File: src/rtl/mem_arb_pkg.sv
// Shared definitions for the off-chip memory arbiter: FSM encoding,
// counter width helpers and the performance counter width.
package mem_arb_pkg;

   typedef enum logic [1:0] {
      ST_IDLE = 2'd0,
      ST_RD   = 2'd1,
      ST_WR   = 2'd2
   } arb_state_e;

   localparam int PERF_W = 16;

   // Beat counter must hold 0..BURST_LEN without wrapping.
   function automatic int beat_w(input int burst_len);
      return $clog2(burst_len + 2);
   endfunction

   function automatic int idx_w(input int num_ch);
      return (num_ch > 1) ? $clog2(num_ch) : 1;
   endfunction

endpackage

File: src/rtl/rr_arbiter.sv
// Combinational round-robin picker: first requester at/after ptr, else the
// lowest requester overall (wrap-around). The pointer register lives in the parent.
module rr_arbiter
   import mem_arb_pkg::*;
#(
   parameter int NUM_CH = 2,
   parameter int IDX_W  = 1
) (
   input  logic [NUM_CH-1:0] req,
   input  logic [IDX_W-1:0]  ptr,
   output logic [NUM_CH-1:0] gnt_oh,
   output logic [IDX_W-1:0]  gnt_idx,
   output logic              gnt_vld
);

   logic             lo_vld;
   logic             hi_vld;
   logic [IDX_W-1:0] lo_idx;
   logic [IDX_W-1:0] hi_idx;

   // NOTE: every variable written here gets a default first, so no latch is inferred.
   always_comb begin
      lo_vld = 1'b0;
      hi_vld = 1'b0;
      lo_idx = '0;
      hi_idx = '0;
      // Descending scan: the last hit is the lowest index in each class.
      for (int i = NUM_CH - 1; i >= 0; i--) begin
         if (req[i]) begin
            lo_vld = 1'b1;
            lo_idx = IDX_W'(i);
            if (IDX_W'(i) >= ptr) begin
               hi_vld = 1'b1;
               hi_idx = IDX_W'(i);
            end
         end
      end
      gnt_vld = lo_vld;
      gnt_idx = hi_vld ? hi_idx : lo_idx;
      gnt_oh  = NUM_CH'(lo_vld) << gnt_idx;
   end

endmodule

File: src/rtl/offchip_mem_arbiter.sv
// Shares one off-chip memory port among NUM_CH cache clients, round-robin per
// whole block transaction. Define MEM_ARB_PERF_EN for per-channel perf counters.
module offchip_mem_arbiter
   import mem_arb_pkg::*;
#(
   parameter int NUM_CH    = 2,
   parameter int DATA_W    = 16,
   parameter int BURST_LEN = 4
) (
   input  logic                     clock,
   input  logic                     reset,
   input  logic [NUM_CH-1:0]        ch_rrqst,
   output logic [NUM_CH-1:0]        ch_rrdy,
   output logic [NUM_CH-1:0]        ch_rdrdy,
   input  logic [NUM_CH-1:0]        ch_rdacpt,
   input  logic [NUM_CH-1:0]        ch_wrqst,
   output logic [NUM_CH-1:0]        ch_wacpt,
   input  logic [NUM_CH*DATA_W-1:0] ch_wdata,
   output logic [DATA_W-1:0]        ch_rdata,
   output logic                     m_rrqst,
   output logic                     m_rdacpt,
   output logic                     m_wrqst,
   input  logic                     m_rrdy,
   input  logic                     m_rdrdy,
   input  logic                     m_wacpt,
   output logic [DATA_W-1:0]        m_wdata,
   input  logic [DATA_W-1:0]        m_rdata
`ifdef MEM_ARB_PERF_EN
   ,
   output logic [NUM_CH*PERF_W-1:0] perf_txn_cnt,
   output logic [NUM_CH*PERF_W-1:0] perf_wait_cnt
`endif
);

   localparam int IDX_W  = idx_w(NUM_CH);
   localparam int BEAT_W = beat_w(BURST_LEN);
   localparam logic [BEAT_W-1:0] LAST_BEAT = BEAT_W'(BURST_LEN);

   arb_state_e        state_q, state_d;
   logic [IDX_W-1:0]  grant_q, grant_d;
   logic [IDX_W-1:0]  ptr_q;
   logic [BEAT_W-1:0] beat_q, beat_d;
   logic              beat_fire;
   logic              last_beat;

   logic [NUM_CH-1:0] req_any;
   logic [NUM_CH-1:0] arb_oh;
   logic [IDX_W-1:0]  arb_idx;
   logic              arb_vld;

   assign req_any  = ch_rrqst | ch_wrqst;
   assign ch_rdata = m_rdata;

   rr_arbiter #(
      .NUM_CH (NUM_CH),
      .IDX_W  (IDX_W)
   ) u_rr (
      .req     (req_any),
      .ptr     (ptr_q),
      .gnt_oh  (arb_oh),
      .gnt_idx (arb_idx),
      .gnt_vld (arb_vld)
   );

   always_comb begin
      state_d   = state_q;
      grant_d   = grant_q;
      beat_d    = beat_q;
      beat_fire = 1'b0;
      last_beat = 1'b0;
      m_rrqst   = 1'b0;
      m_rdacpt  = 1'b0;
      m_wrqst   = 1'b0;
      m_wdata   = '0;
      ch_rrdy   = '0;
      ch_rdrdy  = '0;
      ch_wacpt  = '0;

      unique case (state_q)
         ST_IDLE: begin
            // A channel asking for both goes WR first: writeback before refill.
            if (arb_vld) begin
               grant_d = arb_idx;
               beat_d  = '0;
               state_d = (|(ch_wrqst & arb_oh)) ? ST_WR : ST_RD;
            end
         end
         ST_RD: begin
            m_rrqst           = ch_rrqst[grant_q];
            m_rdacpt          = ch_rdacpt[grant_q];
            m_wdata           = ch_wdata[grant_q*DATA_W +: DATA_W];
            ch_rrdy[grant_q]  = m_rrdy;
            ch_rdrdy[grant_q] = m_rdrdy;
            // Beat 0 is the address handshake; the rest are data words.
            beat_fire = (beat_q == '0) ? (ch_rrqst[grant_q] & m_rrdy)
                                       : (ch_rdacpt[grant_q] & m_rdrdy);
         end
         ST_WR: begin
            m_wrqst           = ch_wrqst[grant_q];
            m_wdata           = ch_wdata[grant_q*DATA_W +: DATA_W];
            ch_wacpt[grant_q] = m_wacpt;
            beat_fire         = ch_wrqst[grant_q] & m_wacpt;
         end
         default: state_d = ST_IDLE;
      endcase

      if (beat_fire) begin
         if (beat_q == LAST_BEAT) begin
            last_beat = 1'b1;
            state_d   = ST_IDLE;
            beat_d    = '0;
         end else begin
            beat_d = beat_q + 1'b1;
         end
      end
   end

   // NOTE: sequential state uses non-blocking assignments so every register
   // samples pre-edge values regardless of statement order.
   always_ff @(posedge clock or negedge reset) begin
      if (!reset) begin
         state_q <= ST_IDLE;
         grant_q <= '0;
         ptr_q   <= '0;
         beat_q  <= '0;
      end else begin
         state_q <= state_d;
         grant_q <= grant_d;
         beat_q  <= beat_d;
         if (last_beat)
            ptr_q <= (grant_q == IDX_W'(NUM_CH - 1)) ? '0 : grant_q + 1'b1;
      end
   end

`ifdef MEM_ARB_PERF_EN
   for (genvar i = 0; i < NUM_CH; i++) begin : g_perf
      logic              granted;
      logic [PERF_W-1:0] txn_q;
      logic [PERF_W-1:0] wait_q;

      assign granted = (state_q != ST_IDLE) && (grant_q == IDX_W'(i));

      always_ff @(posedge clock or negedge reset) begin
         if (!reset) begin
            txn_q  <= '0;
            wait_q <= '0;
         end else begin
            if (last_beat && granted && (txn_q != '1))
               txn_q <= txn_q + 1'b1;
            if (req_any[i] && !granted && (wait_q != '1))
               wait_q <= wait_q + 1'b1;
         end
      end

      assign perf_txn_cnt[i*PERF_W +: PERF_W]  = txn_q;
      assign perf_wait_cnt[i*PERF_W +: PERF_W] = wait_q;
   end
`endif

endmodule

File: config.mk
export PLATFORM = sky130hd
export DESIGN_NAME = offchip_mem_arbiter
export DESIGN_NICKNAME = d
export VERILOG_FILES = /design/src/rtl/mem_arb_pkg.sv /design/src/rtl/rr_arbiter.sv /design/src/rtl/offchip_mem_arbiter.sv
export SDC_FILE = /design/constraint.sdc
export NUM_CORES = 1
export LEC_CHECK = 0
export CORE_MARGIN = 1.5
export CORE_UTILIZATION = 32
export DETAILED_ROUTE_END_ITERATION = 6
export GPL_ROUTABILITY_DRIVEN = 0
export PLACE_DENSITY = 0.85
export SLEW_MARGIN = 20
export SYNTH_ARGS = -nofsm -noshare
export SYNTH_HDL_FRONTEND = slang
export SYNTH_HIERARCHICAL = 1
export SYNTH_SLANG_ARGS = --single-unit
File: constraint.sdc
create_clock -name clock -period 4 [get_ports clock]
set_input_delay 0.6 -clock clock [delete_from_list [all_inputs] [get_ports clock]]
set_output_delay 0.6 -clock clock [all_outputs]
set_load 0.005 [all_outputs]
# [Yosys cells after proc, flatten, opt, wreduce, memory -nomap -nowiden]
# Index checks and enable logic that the tools add are counted.
[totals] word_cells=71 n_memories=0 input_bits=59 latchBits=0 register_bits=7 mem_bits_ro=0 ram_bits=0 out_inout_bits=41
[op_classes] n_eq_ne=3 add_sub_neg=2 n_div=0 n_mux=39 shifts=2 n_reduce_logical=9 order_cmp=4 multipliers=0 n_bitwise=8
[ops] op="$shiftx A32 B6 Y16" n=1
[ops] op="$mux W1" n=24
[ops] op="$mux W16" n=1
[ops] op="$mux W2" n=7
[ops] op="$mux W3" n=4
[ops] op="$and A2 B2 Y2" n=4
[ops] op="$pmux W2 S2" n=1
[ops] op="$reduce_and A2 Y1" n=2
[ops] op="$reduce_bool A2 Y1" n=2
[ops] op="$reduce_or A2 Y1" n=2
[ops] op="$add A3 B1 Y3 const B" n=1
[ops] op="$and A1 B1 Y1" n=3
[ops] op="$eq A3 B3 Y1 const B" n=1
[ops] op="$logic_not A3 Y1" n=1
[ops] op="$eq A2 B1 Y1 const B" n=1
[ops] op="$eq A2 B2 Y1 const B" n=1
[ops] op="$ge A1 B1 Y1 const A" n=2
[ops] op="$logic_not A2 Y1" n=1
[ops] op="$lt A1 B2 Y1 const B" n=1
[ops] op="$or A2 B2 Y2" n=1
[ops] op="$pmux W1 S2" n=1
[ops] op="$shl A1 B1 Y2" n=1
[ops] op="$add A1 B1 Y1 const B" n=1
[ops] op="$demux W1 S1" n=1
[ops] op="other kinds (2)" n=2

# [Logic depth before layout (Yosys ltp)]
[depth] word_depth=14 ltp_mapped=6 depth_no_buf=6

# [By module]
# Netlist, hierarchy kept.
[modules_own_cells] mod="offchip_mem_arbiter" cells_each=117 seq_area_each_um2=175.2 area_each_um2=977.2 n_inst=1
[modules_own_cells] mod="rr_arbiter" cells_each=5 seq_area_each_um2=0.0 area_each_um2=32.5 n_inst=1

# [Least setup slack after synthesis]
# No wires, ideal clock.
[synth_path] kind="register to output" startpoint="register state_q[0]" endpoint="output m_wdata[10]" t_required_ns=3.400 n_path_buf=1 slack_ns=2.234 arrival_time_ns=1.166 stages_incl_launch_ff=5 path_cell_list="dfrtp_1 > inv_1 > ha_1 > clkbuf_1 > nor2b_1"
[synth_between] elab_chain_cells=3 word_cells_on_any_way=4 cone_classes="2 x eq/ne; 1 x mux; 1 x reduce/logical"
[synth_rtl] element="start, declared" line="offchip_mem_arbiter.sv:39" text="arb_state_e state_q, state_d;"
[synth_rtl] element="start signal, assigned" line="offchip_mem_arbiter.sv:127" text="state_q <= state_d;"
[synth_rtl] element="$eq A2 B2 Y1 or $eq A2 B1 Y1 (tied branches)" line="offchip_mem_arbiter.sv:79" text="unique case (state_q)"
[synth_rtl] element="$reduce_or A2 Y1 (no source line) *"
[synth_rtl] element="$mux W16 *"
[synth_rtl] element="end, declared" line="offchip_mem_arbiter.sv:26" text="output logic [DATA_W-1:0] m_wdata,"
# Mark *: on every way between the ends. The rest lies on a longest branch, timed or not.

# [Worst setup path in the final report]
[layout_path] startpoint="register grant_q" endpoint="output m_rdacpt"
[layout_between] elab_chain_cells=3
[layout_rtl] element="start, declared" line="offchip_mem_arbiter.sv:40" text="logic [IDX_W-1:0] grant_q, grant_d;"
[layout_rtl] element="start signal, assigned" line="offchip_mem_arbiter.sv:128" text="grant_q <= grant_d;"
[layout_rtl] element="$mux W1 (implied by the code) (2 in series)" line="offchip_mem_arbiter.sv:90" text="m_rdacpt = ch_rdacpt[grant_q];"
[layout_rtl] element="$mux W1" line="offchip_mem_arbiter.sv:79"
[layout_rtl] element="end, declared" line="offchip_mem_arbiter.sv:21" text="output logic m_rdacpt,"
# No other way between the ends. The select of a mux whose other input is x is not followed.

==> qor.yml <==
outcome: "finished, final reports clean"
area_growth_pct: 61.0
grt_pass1_wl_mm: 4.15
crit_slowest_cell: "dfrtp_1"
dp_hpwl_mm: 2.33
cts_tree: "built"
crit_path_end_kind: "output pin"
grt_max_degree: 23
hold_class: "reg2reg"
synth_seq_cells: 7
critPathMaxFanout: 15
max_freq_mhz: 349
worstMarginPinSlew_ns: 0.648
ctsResizeCount: 0
nNetsFinal: 238
drtAntennaViolNets: 0
synth_warnings: 6
antenna_cells: 0
worstPathCellList: "buf_4 > mux2i_1 > nor2b_1 > clkdlybuf4s50_1"
core_area_sq_um: 3030
cts_hold_buf: 0
power_density_nw_per_um2: 539
slew_headroom_pct: 56.8
netlist_area_sq_um: 1010
yosys.area_share.simple_pct: 23.8
drive_gt1_share_pct: 5.20
hp-start: "beat_q[1]$_DFFE_PN0P_"
worstPathArrival_ns: 2.27
crit_required_ns: 3.40
grt.overflow.total: 0
initial_core_util_pct: 33.3
critPathKind: "reg2out"
hold_viol_final: 0
synth.area.mux_share_pct: 21.9
vdd_drop_max_v: 0.000221
worst_path_largest_cell_delay_ns: 0.76
final_cells: 217
tns_ns: 0
rsz0062_at_grt: "false"
maxCapViolCount: 0
post-cts-setup-buffer-count: 0
clk_latency_ns: 0.26
synth_top_family_by_area: "simple AND/OR/NAND/NOR gates"
fin_crit_ns: 2.87
grt_pass1_vias: 997
route.detailed.drc: 0
cts_max_level: 1
synth_compound_gate_area_share_pct: 13.5
crit-reg2reg-launch: "grant_q$_DFFE_PN0P_"
routed_wl_mm: 2.81
period_share_pct: 71.7
drt_iter0_drc: 25
vias: 1028
clockRootBuffer: "clkbuf_4"
crit_path_start: "grant_q$_DFFE_PN0P_"
synth_fa_ha_area_share_pct: 6.20
seq_area_frac_synth_pct: 17.3
io_buffers: 67
leakagePower_uw: 0.000735
syn_avg_cell_area_sq_um: 8.28
wl_per_cell_microns: 12.9
cp-start-kind: "flop"
dieWidth_microns: 59.2
io_pins: 100
die_h_microns: 59.2
clock_path_buffers: 2
cts_buffers: 3
finalPower_uw: 877
netlist_instances: 122
track_usage_pct: 15.1
path_clk_slew_ns: 0.06
row_count: 20
fill_cells: 288
synth-xor-area-share_pct: 0
cts_sinks: 7
dieArea_sq_um: 3500
slew_viol_final: 0
dr.pass1.iters: 4
netlist-cell-type-count: 30
fin_skew_ns: 0.0133
viasPerCell: 4.74
dp_slack_ns: 1.39
dp_cells: 213
finalSetupViolCount: 0
antenna_found_initial: 0
syn-num-nets: 186
timing.final.ws_setup_ns: 1.13
## through the flow
stage | utilization [%] | hold WS (ns) | cell area [sq um]
CTS | 53.7 | 0.570 | 1630
global route | 53.7 | 0.607 | 1630
finish | 53.7 | 0.562 | 1630
global placement | 52.8 | 0.539 | 1600
floorplan | - | 0.304 | 1010
detailed placement | 52.8 | 0.562 | 1600
## cell usage in the layout (no fill, tap or decap), types with 3 or more instances in the layout
| cell | netlist | layout |
|---|---|---|
| a21boi_1 | 4 | 4 |
| inv_1 | 8 | 8 |
| nor2_1 | 6 | 6 |
| clkdlybuf4s50_1 | 0 | 67 |
| and3_1 | 3 | 3 |
| dfrtp_1 | 7 | 7 |
| mux2i_1 | 21 | 21 |
| ha_1 | 5 | 5 |
| nand2_1 | 8 | 8 |
| clkbuf_4 | 0 | 3 |
| nor2b_1 | 20 | 20 |
## state kept, by name, indices dropped and copies added (netlist names)
signal   cells
state_q      2
grant_q      1
beat_q       3
ptr_q        1
## routing by layer
layer / wire [microns] / global-route usage [%]
met5: 0 / 0
met4: 71 / 7.79
met3: 315 / 5.24
met2: 1420 / 27.5
met1: 1000 / 15.0
## path summary, 6_finish.rpt
kind / endpoint / slack (ns) / depth (start not counted)
worst min register to register: beat_q[1]$_DFFE_PN0P_ / 0.56 / 2
max in group asynchronous: beat_q[0]$_DFFE_PN0P_ / 3.15 / 1
min in group asynchronous: state_q[1]$_DFF_PN0_ / 0.60 / 1
worst min-delay path: beat_q[1]$_DFFE_PN0P_ / 0.56 / 2
worst max register to register: ptr_q$_DFFE_PN0P_ / 1.75 / 5
worst max-delay path: m_rdacpt / 1.13 / 4
## final cells by class
class / count / area (sq um) / share of cell area, %
Clock buffer: 4 / 26.3 / 1.62
Tap cell: 44 / 55.1 / 3.39
Multi-Input combinational cell: 86 / 661 / 40.6
Inverter: 8 / 30.0 / 1.85
Sequential cell: 7 / 175 / 10.8
Timing Repair Buffer: 68 / 678 / 41.7
## power breakdown
group | internal, uW | switching, uW
Sequential | 92.9 | 39.7
Clock | 38.2 | 27.9
Combinational | 403 | 275
## logic make-up (layout without fill, tap and decap cells)
kind of cell | count (synthesis) | after routing
compound gates | 15 | 15
fa+ha+maj | 5 | 5
buf+inv | 29 | 80
flops | 7 | 7
mux | 22 | 22
simple gates | 44 | 44
## synth_stat cells
cell / instances / area share (%)
and3_1: 3 / 1.9
nor2_1: 6 / 2.2
nand4b_1: 1 / 0.87
ha_1: 5 / 6.2
or2_1: 1 / 0.62
nand4_1: 1 / 0.62
o21ai_0: 1 / 0.50
nor2b_1: 20 / 12
buf_2: 1 / 0.50
o211ai_1: 1 / 0.74
buf_4: 17 / 13
o22ai_1: 1 / 0.62
o32ai_4: 1 / 2.7
mux2i_1: 21 / 21
clkbuf_1: 2 / 0.74
mux2_2: 1 / 1.1
o21ai_1: 1 / 0.50
o2111ai_1: 2 / 1.7
a21o_1: 1 / 0.74
dfrtp_1: 7 / 17
a22oi_1: 1 / 0.74
or2_2: 2 / 1.2
a21boi_1: 4 / 3.0
nand2_1: 8 / 3.0
buf_1: 1 / 0.37
nand3_1: 1 / 0.50
nor3_1: 1 / 0.50
o2111ai_2: 1 / 1.5
o21a_1: 1 / 0.74
inv_1: 8 / 3.0
## worst max-delay path, delay by kind of cell, from the launching register on
family | cells | cell delay (ns)
AND/OR/NAND/NOR | 1 | 0.08
flip-flops | 1 | 0.76
multiplexers | 1 | 0.37
buffers and inverters | 2 | 0.80
(Power assumes the default switching activity.)
